### config.mk
export PLATFORM = sky130hd
export DESIGN_NAME = priority_arbiter
export DESIGN_NICKNAME = d
export VERILOG_FILES = /design/src/rtl/priority_arbiter.sv
export SDC_FILE = /design/constraint.sdc
export NUM_CORES = 1
export LEC_CHECK = 0
export CORE_AREA = 2 2 39 41
export DETAILED_ROUTE_END_ITERATION = 10
export DIE_AREA = 0 0 41 43
export DONT_BUFFER_PORTS = 1
export SYNTH_ARGS = -nofsm -noshare
export SYNTH_HDL_FRONTEND = slang
export SYNTH_SLANG_ARGS = --single-unit
### constraint.sdc
create_clock -name clk -period 1.9 [get_ports clk]
set_input_delay 0.57 -clock clk [delete_from_list [all_inputs] [get_ports clk]]
set_output_delay 0.57 -clock clk [all_outputs]
set_load 0.05 [all_outputs]
### src/rtl/priority_arbiter.sv
// Four-requester arbiter, fixed or round-robin, with registered one-hot grant and 1-cycle latency.
// Optional hold timeout compiled in with `define ARB_TIMEOUT_EN (limit set by MAX_HOLD).
module priority_arbiter #(
  parameter int unsigned MAX_HOLD = 8
) (
  input  logic       clk,
  input  logic       rst_n,
  input  logic [3:0] req,
  input  logic       rr_mode,
  output logic [3:0] gnt,
  output logic [1:0] gnt_id,
  output logic       val
);

  typedef enum logic {IDLE, GRANT} state_t;

  state_t     state;
  logic [1:0] last_id;
  logic       timeout;
  logic       arb;
  logic [3:0] cand;
  logic       win_vld;
  logic [1:0] win_id;
  logic [1:0] idx;

  if (MAX_HOLD < 2 || MAX_HOLD > 255) begin : g_bad_max_hold
    $error("MAX_HOLD out of range 2..255");
  end

`ifdef ARB_TIMEOUT_EN
  logic [7:0] hold_cnt;
  // Only time out when someone else is waiting; a lone owner just restarts its count.
  assign timeout = (state == GRANT) && (hold_cnt == 8'(MAX_HOLD - 1)) && |(req & ~gnt);
`else
  assign timeout = 1'b0;
`endif

  always_comb begin
    cand    = timeout ? (req & ~gnt) : req;
    arb     = (state == IDLE) ? |req : (!req[gnt_id] || timeout);
    win_vld = |cand;
    win_id  = 2'd0;
    idx     = 2'd0;
    if (!rr_mode) begin
      for (int i = 0; i < 4; i++)
        if (cand[i]) win_id = 2'(i);
    end else begin
      // Walk from farthest to nearest so the first index after last_id wins.
      for (int k = 4; k >= 1; k--) begin
        idx = last_id + 2'(k);
        if (cand[idx]) win_id = idx;
      end
    end
  end

  always_ff @(posedge clk or negedge rst_n) begin
    if (!rst_n) begin
      state   <= IDLE;
      gnt     <= 4'b0000;
      gnt_id  <= 2'd0;
      val     <= 1'b0;
      last_id <= 2'd3;
`ifdef ARB_TIMEOUT_EN
      hold_cnt <= 8'd0;
`endif
    end else if (arb) begin
      if (win_vld) begin
        state   <= GRANT;
        gnt     <= 4'b0001 << win_id;
        gnt_id  <= win_id;
        val     <= 1'b1;
        last_id <= win_id;
      end else begin
        state  <= IDLE;
        gnt    <= 4'b0000;
        gnt_id <= 2'd0;
        val    <= 1'b0;
      end
`ifdef ARB_TIMEOUT_EN
      hold_cnt <= 8'd0;
`endif
    end
`ifdef ARB_TIMEOUT_EN
    else if (state == GRANT) begin
      hold_cnt <= (hold_cnt == 8'(MAX_HOLD - 1)) ? 8'd0 : hold_cnt + 8'd1;
    end
`endif
  end

endmodule

* Word-level counts from Yosys, hierarchy flattened
Index checks and enable logic that the tools add are counted.
Operators by class: multiplexer cells 22, add/subtract/negate cells 3, $lt $le $gt $ge 5, reductions and logical operators 3, shift operators 1
Operators with widths (number):
- two-way mux 2 bit | 8
- < comparator 2 x 3 -> 1 bit, second input constant | 5
- binary-select mux 1 bit (select 2 bit) | 5
- two-way mux 1 bit | 8
- adder 2 bit, second input constant | 2
- two-way mux 4 bit | 1
- OR reduction 4 bit | 1
- left shift 1 x 2 -> 4 bit, first input constant | 1
- adder 2 x 1 -> 2 bit, second input constant | 1
- AND reduction 2 bit | 1
- zero test 1 bit | 1
Storage, ports and cells: output and inout bits 7, flip-flop bits (word level) 9, input port bits 7, logic and storage cells 38

* Logic depth before layout (Yosys ltp)
Gate-level depths: netlist of the first run.
word-level depth 9, gate-level depth with buffers 5, depth with buffers taken out 5

* Worst setup path after synthesis of the first run
OpenSTA, ideal clock, no wires.
kind reg-to-reg, start register gnt_id[1], end register last_id[0], path slack 0.021 ns, data required time 1.818 ns, data arrival time 1.797 ns, setup time 0.082 ns, clock period less this slack 1.879 ns, cell stages (with the launch flop) 5, buffers on the path 0, cell sequence dfrtp_1 mux4_1 nand2_1 and2_4 mux2_4
On the way: longest elaborated chain between the ends 5
Ends and longest elaborated chain:
- start: declaration | line 11 | output logic [1:0] gnt_id,
- start signal: assignment | line 70 | gnt_id <= win_id;
- binary-select mux 1 bit (select 2 bit) | line 40 | arb = (state == IDLE) ? |req : (!req[gnt_id] || timeout);
- two-way mux 1 bit (implied by the code) | line 40
- zero test 1 bit | line 40
- two-way mux 1 bit | line 40
- AND reduction 2 bit (no source line)
- end signal: assignment | line 72 | last_id <= win_id;
- end: declaration | line 18 | logic [1:0] last_id;
No other way between the ends. The select of a mux whose other input is x is not followed. A chain may end at the register's enable or synchronous reset.

* Worst setup path in the final report of the first run
Same ends and word-level chain as after synthesis.

==> summary.txt, run 1 <==
Route
  – DRT Wirelength: 1.04 mm
  – Drt initial violations: 3
  – Routed WL per cell: 14.5 µm
  – Vias/cell: 5.68
  – TritonRoute pass-1 iters: 4
  – Vias: 409
  – Number of remaining DRC errors: 0
  – Final ANT Viol Nets: 0

STA
  – Final setup fails: 0
  – Worst-Margin Slew: 0.479 ns
  – TNS Setup: 0 ns
  – Shortest period the worst path allows: 1.59 ns
  – Post-route clock period utilization: 83.6%
  – Fin. Hold Viols: 0
  – Clock Skew: 0.00123 ns
  – Max Freq: 629 MHz
  – Fin Hold WS: 0.158 ns
  – Slew headroom: 68.0%
  – Pins Over Slew Limit: 0
  – RSZ-0062 raised after global routing: no

Layout
  – Synth-to-Final Area Change: 17.2%
  – Area occupied by multi-input gates: 285 µm²
  – Layout cells sized above 1: 26.8%
  – Number of fill cells: 136
  – Seq. cell area: 228 µm²
  – Post-layout util: 43.8%
  – Nets: 64
  – Inserted Diodes: 0

Critical path
  – Critical R2R Launch: gnt_id[1]
  – Worst setup SP type: register
  – Worst Setup SP: gnt_id[1]
  – Max stage delay on crit path: 0.54 ns
  – Worst-path cell chain: mux4_1 > nand2_1 > and2_4 > mux2_4
  – CP delay by family, top: multiplexers
  – Critical Path RT: 2.08 ns
  – CP max FO: 5
  – FF-to-FF path depth: 4
  – Setup CP Type: reg -> reg
  – Crit. End Element: register
  – CP arrival: 1.77 ns
  – R2R Setup Slk: 0.31 ns
  – R2R Path End: last_id[0]
  – Buf+Inv Stages, Crit Path: 0
  – Critical-path top delay cell: mux4_1

Synthesis
  – Ys flop type: dfrtp_1
  – Avg Cell Area, Syn: 11.0 µm²
  – Register area share after synthesis: 44.1%
  – Post-synth EDFFs: 0
  – Distinct cells, synth: 26
  – Top cells by area, synth: dfrtp_1 (34%), dfstp_2 (10%), mux4_1 (5.1%), nand2b_1 (4.8%), a21oi_1 (3.9%)
  – Syn_nets: 54
  – Register bit count reported by yosys: 9
  – Synth area leader: dfrtp_1
  – Post-synth top area share: 33.9%
  – Async SR Flop Fraction: 100%
  – Mapped Cells: 47
  – Syn Std Cell Area: 517 µm²
  – YS warnings: 0

Clock tree
  – Clock Latency Late Sink: 0.25 ns
  – Clk sinks: 9
  – Clk buf depth: 2
  – CTS H-tree depth: 1
  – Cells resized by post-CTS repair: 0
  – CTS tree: built
  – CTS Buf Count: 3
  – Clock slew at reported path FFs: 0.06 ns
  – Clk root buf: clkbuf_4

GRT
  – Pin count of the biggest net entering global routing: 10
  – Vias in the first global route: 366
  – Total GRT Usage: 13.8%
  – GR Overflow Total: 0
  – First-pass GRT wire length: 1.61 mm
  – Initial antenna violation count: 0

Worst hold path
  – Hold Crit Class: in -> async

Floorplan
  – FP Rows: 14
  – Starting density of the core: 37.3%
  – Die X: 41 µm
  – Placeable Area: 0.00138 mm²
  – IO Count: 14
  – Die height: 43 µm
  – Die footprint: 0.00176 mm²

Outcome
  – Status: finished, final reports clean

Placed design
  – Gp weighted congestion: 0.848
  – Port Buffers: 0
  – DPL Wire Length: 776 µm

Job
  – Max Cap Violations: 0

Power and ir drop
  – Worst vdd ir: 0.805 mV
  – PwrDens: 1770 mW/mm²
  – Pleak: 0.270 nW
[worst register-to-register path: cells and delay by family (launching register included)]
kind,cells,cell delay (ns)
flops,1,0.37
simple gates,2,0.30
mux,2,0.84
[cell type report]
class                   instances  share of cell area, %
well taps                      16                   3.31
multi-input cells              37                   47.1
clock buffers                   4                   4.34
repair buffers                  5                   7.02
inverters                       1                  0.620
flip-flops and latches          9                   37.6
[how the worst max path moves through the flow]
stage	to	slack (ns)	cells past startpoint
finish	last_id[0]	0.31	4
CTS	last_id[0]	0.30	4
global placement	gnt[2]	0.15	4
floorplan	last_id[0]	0.02	4
global route	gnt[1]	0.20	5
detailed placement	gnt[2]	0.14	4
[power breakdown]
part / switching, W / internal (W) / total [W]
Combinational: 0.000227 / 0.000208 / 0.000435
Clock: 0.0000581 / 0.0000804 / 0.000138
Sequential: 0.000211 / 0.000287 / 0.000498
[flip-flops by register name, indices dropped and copies added, names as in the netlist]
signal and cells:
gnt 4, gnt_id 2, last_id 2, state 1
[per-layer routing]
layer,share of wire [%],GRT usage [%],vias up
li1,-,-,196
met1,46,16.2,202
met2,47,21.6,11
met3,6.5,8.38,0
met4,0,2.00,0
met5,0,0,-
[cells in the mapped netlist (all sizes together), types with 2 or more instances]
cell    number
dfrtp        7
o21ai        5
a21oi        4
nand2        4
nand2b       4
a22o         3
nor2b        3
a211oi       2
a21o         2
dfstp        2
[cell families (layout without fill, tap and decap cells)]
family	after synthesis	count (layout)	synth area share, %
AND/OR/NAND/NOR	15	15	19.1
flip-flops	9	9	44.1
AO/OA/AOI/OAI	19	19	26.2
buffers and inverters	1	10	0.726
multiplexers	3	3	9.93
[through the flow]
stage                     cells  total power (W)  setup slack, ns  instance area, µm²
final                        72          0.00107            0.311                 606
after detailed placement     66         0.000933            0.144                 559
after floorplan              47         0.000832           0.0210                 517
after global placement       66         0.000927            0.152                 559
after CTS                    71          0.00108            0.303                 596
after global routing         72          0.00114            0.199                 606
[placed cells by master (no fill, tap or decap), types with 2 or more instances in the layout]
master / n
a21o_1: 2
a21oi_1: 4
a22o_1: 2
buf_4: 3
clkbuf_4: 3
dfrtp_1: 7
dfstp_2: 2
dlygate4sd3_1: 2
nand2_1: 4
nand2b_1: 4
nor2b_1: 2
o21ai_0: 2
o21ai_1: 2
[timing repair]
| item | in CTS | in global routing |
|---|---|---|
| setup buffers | 0 | 0 |
| endpoints found under the setup margin | 0 | 0 |
| hold buffers | 1 | 1 |
| hold endpoints to repair | 1 | 6 |
Power figures use the tool's default switching activity.
==> run 2, diff against run 1 <==
clock period = 1.6 ns   (was 1.9 ns; I/O delays follow)
==> summary.txt, run 2 (synthesis gave the netlist of run 1 again) <==
Layout
  – Biggest register: gnt
  – Top Registers: gnt x4, gnt_id x2, last_id x2
  – Most common cell after layout, fill and taps aside: dfrtp_1
  – Final Cell Area: 616 µm²
  – Layout cells sized above 1: 36.8%
  – Commonest cells after routing, fill and taps aside: dfrtp_1 (6), buf_4 (5), nand2b_1 (4), a21oi_1 (4)
  – Synth-to-Final Area Change: 19.1%
  – Max reg flops: 4
  – Inserted Diodes: 0
  – Nets: 65

Power and ir drop
  – Clk network pwr share: 13.0%
  – Int Power: 0.000701 W
  – Worst vdd ir: 1.15 mV
  – Tot Pwr: 0.00130 W
  – Pleak: 0.270 nW
  – Comb power frac: 41.4%
  – Sequential cell fraction of total power: 45.7%
  – PwrDens: 2120 mW/mm²
  – Sw frac: 46.2%
  – P_sw: 0.000601 W

Clock tree
  – CTS tree: built
  – Clock Latency Late Sink: 0.26 ns
  – Clk root buf: clkbuf_4
  – CTS Buf Count: 3
  – Clk sinks: 9
  – CTS H-tree depth: 1
  – Clock slew at reported path FFs: 0.06 ns
  – Clk buf depth: 2

STA
  – Pins Over Slew Limit: 0
  – Post-route clock period utilization: 95.9%
  – Clock Skew: 0.00583 ns
  – Final setup fails: 0
  – Fin. Hold Viols: 0
  – Worst-Margin Slew: 0.489 ns
  – TNS Setup: 0 ns
  – Max Freq: 652 MHz
  – Slew headroom: 67.4%
  – Setup ws final: 0.0656 ns
  – RSZ-0062 raised after global routing: no
  – Shortest period the worst path allows: 1.53 ns

Route
  – Drt initial violations: 3
  – Vias: 408
  – Final ANT Viol Nets: 0
  – Vias/cell: 5.59
  – DRT Wirelength: 1.06 mm
  – Met1 Routed Length: 507 µm
  – Number of remaining DRC errors: 0
  – Routed WL per cell: 14.5 µm
  – Uppermost layer routed: met4
  – Routed wl met3: 77 µm
  – TritonRoute pass-1 iters: 3
  – Metal2 WL: 457 µm

Critical path
  – CP max FO: 8
  – Buf+Inv Stages, Crit Path: 0
  – CP arrival: 1.67 ns
  – Setup CP Type: reg -> reg
  – CP delay by family, top: compound AO/OA/AOI/OAI gates
  – Max stage delay on crit path: 0.59 ns
  – Worst-path cell chain: mux2i_1 > o221ai_1 > a21o_1 > a22o_2
  – Critical-path top delay cell: dfstp_2
  – Crit. End Element: register
  – Worst setup SP type: register
  – Critical Path RT: 1.74 ns

Floorplan
  – Die X: 41 µm
  – Die footprint: 0.00176 mm²
  – Starting density of the core: 37.3%
  – Placeable Area: 0.00138 mm²
  – IO Count: 14
  – Die height: 43 µm
  – FP Rows: 14

Placed design
  – Cell Area, Placed: 567 µm²
  – Gp weighted congestion: 0.702
  – Port Buffers: 0
  – DPL Wire Length: 768 µm
  – Setup WS pre-CTS: -0.0422 ns

Outcome
  – Status: finished, final reports clean

GRT
  – First-pass GRT wire length: 1.84 mm
  – Total GRT Usage: 16.1%
  – Pin count of the biggest net entering global routing: 9
  – Vias in the first global route: 425
  – GR Overflow Total: 0
  – Initial antenna violation count: 0

Job
  – Max Cap Violations: 0

Worst hold path
  – Hold Crit Class: in -> async
## run 2: cell types whose count changed in the layout (fill, tap and decap cells not counted), sizes merged
cell         previous run  this run
dlygate4sd3             2         1
buf                     3         5
## run 2: area by class of cell
cell class	instances	area [µm²]
Clock buffer	4	26.3
Fill cell	142	768
Inverter	1	3.75
Multi-Input combinational cell	37	289
Sequential cell	9	229
Tap cell	16	20.0
Timing Repair Buffer	6	47.5
## run 2: metrics by stage
| step | hold WS [ns] | cells | utilization (%) |
|---|---|---|---|
| after detailed placement | 0.185 | 67 | 41.0 |
| final | 0.0607 | 73 | 44.5 |
| after global routing | 0.0390 | 73 | 44.5 |
| after CTS | 0.0509 | 72 | 43.6 |
| after floorplan | 0.184 | 47 | - |
| after global placement | 0.185 | 67 | 41.0 |
## run 2: worst reg2reg max path, delay by kind of cell, from the launching register on
kind / cells / cell delay [ns]
flip-flops: 1 / 0.59
AO/OA/AOI/OAI: 3 / 0.62
multiplexers: 1 / 0.20
## run 2: power by group through the flow
stage / logic, W / registers, W / clock network, W
after detailed placement: 0.000517 / 0.000600 / 0
after global placement: 0.000516 / 0.000600 / 0
after floorplan: 0.000331 / 0.000670 / 0
after global routing: 0.000583 / 0.000615 / 0.000191
after CTS: 0.000524 / 0.000597 / 0.000178
final: 0.000539 / 0.000595 / 0.000169
## run 2: final timing paths
check                      slack [ns]         end  depth (start not counted)  startpoint
max                              0.07   gnt_id[0]                          4  last_id[1]
min                              0.06  last_id[1]                          0       rst_n
max reg2reg                      0.07   gnt_id[0]                          4  last_id[1]
min reg2reg                      0.59  last_id[1]                          1  last_id[1]
max in group asynchronous        0.79   gnt_id[1]                          1       rst_n
min in group clk                 0.46       state                          2      req[3]
## run 2: timing repair
item,in CTS,in global routing
hold buffers,1,0
setup buffers,0,1
resized for setup,0,1
hold endpoints to repair,7,0
endpoints found under the setup margin,0,8
## run 2: per-layer routing
metal,up-vias,global-route usage [%]
met5,-,0
met4,0,12.0
met3,2,4.71
met2,11,19.7
met1,199,23.1
li1,196,-
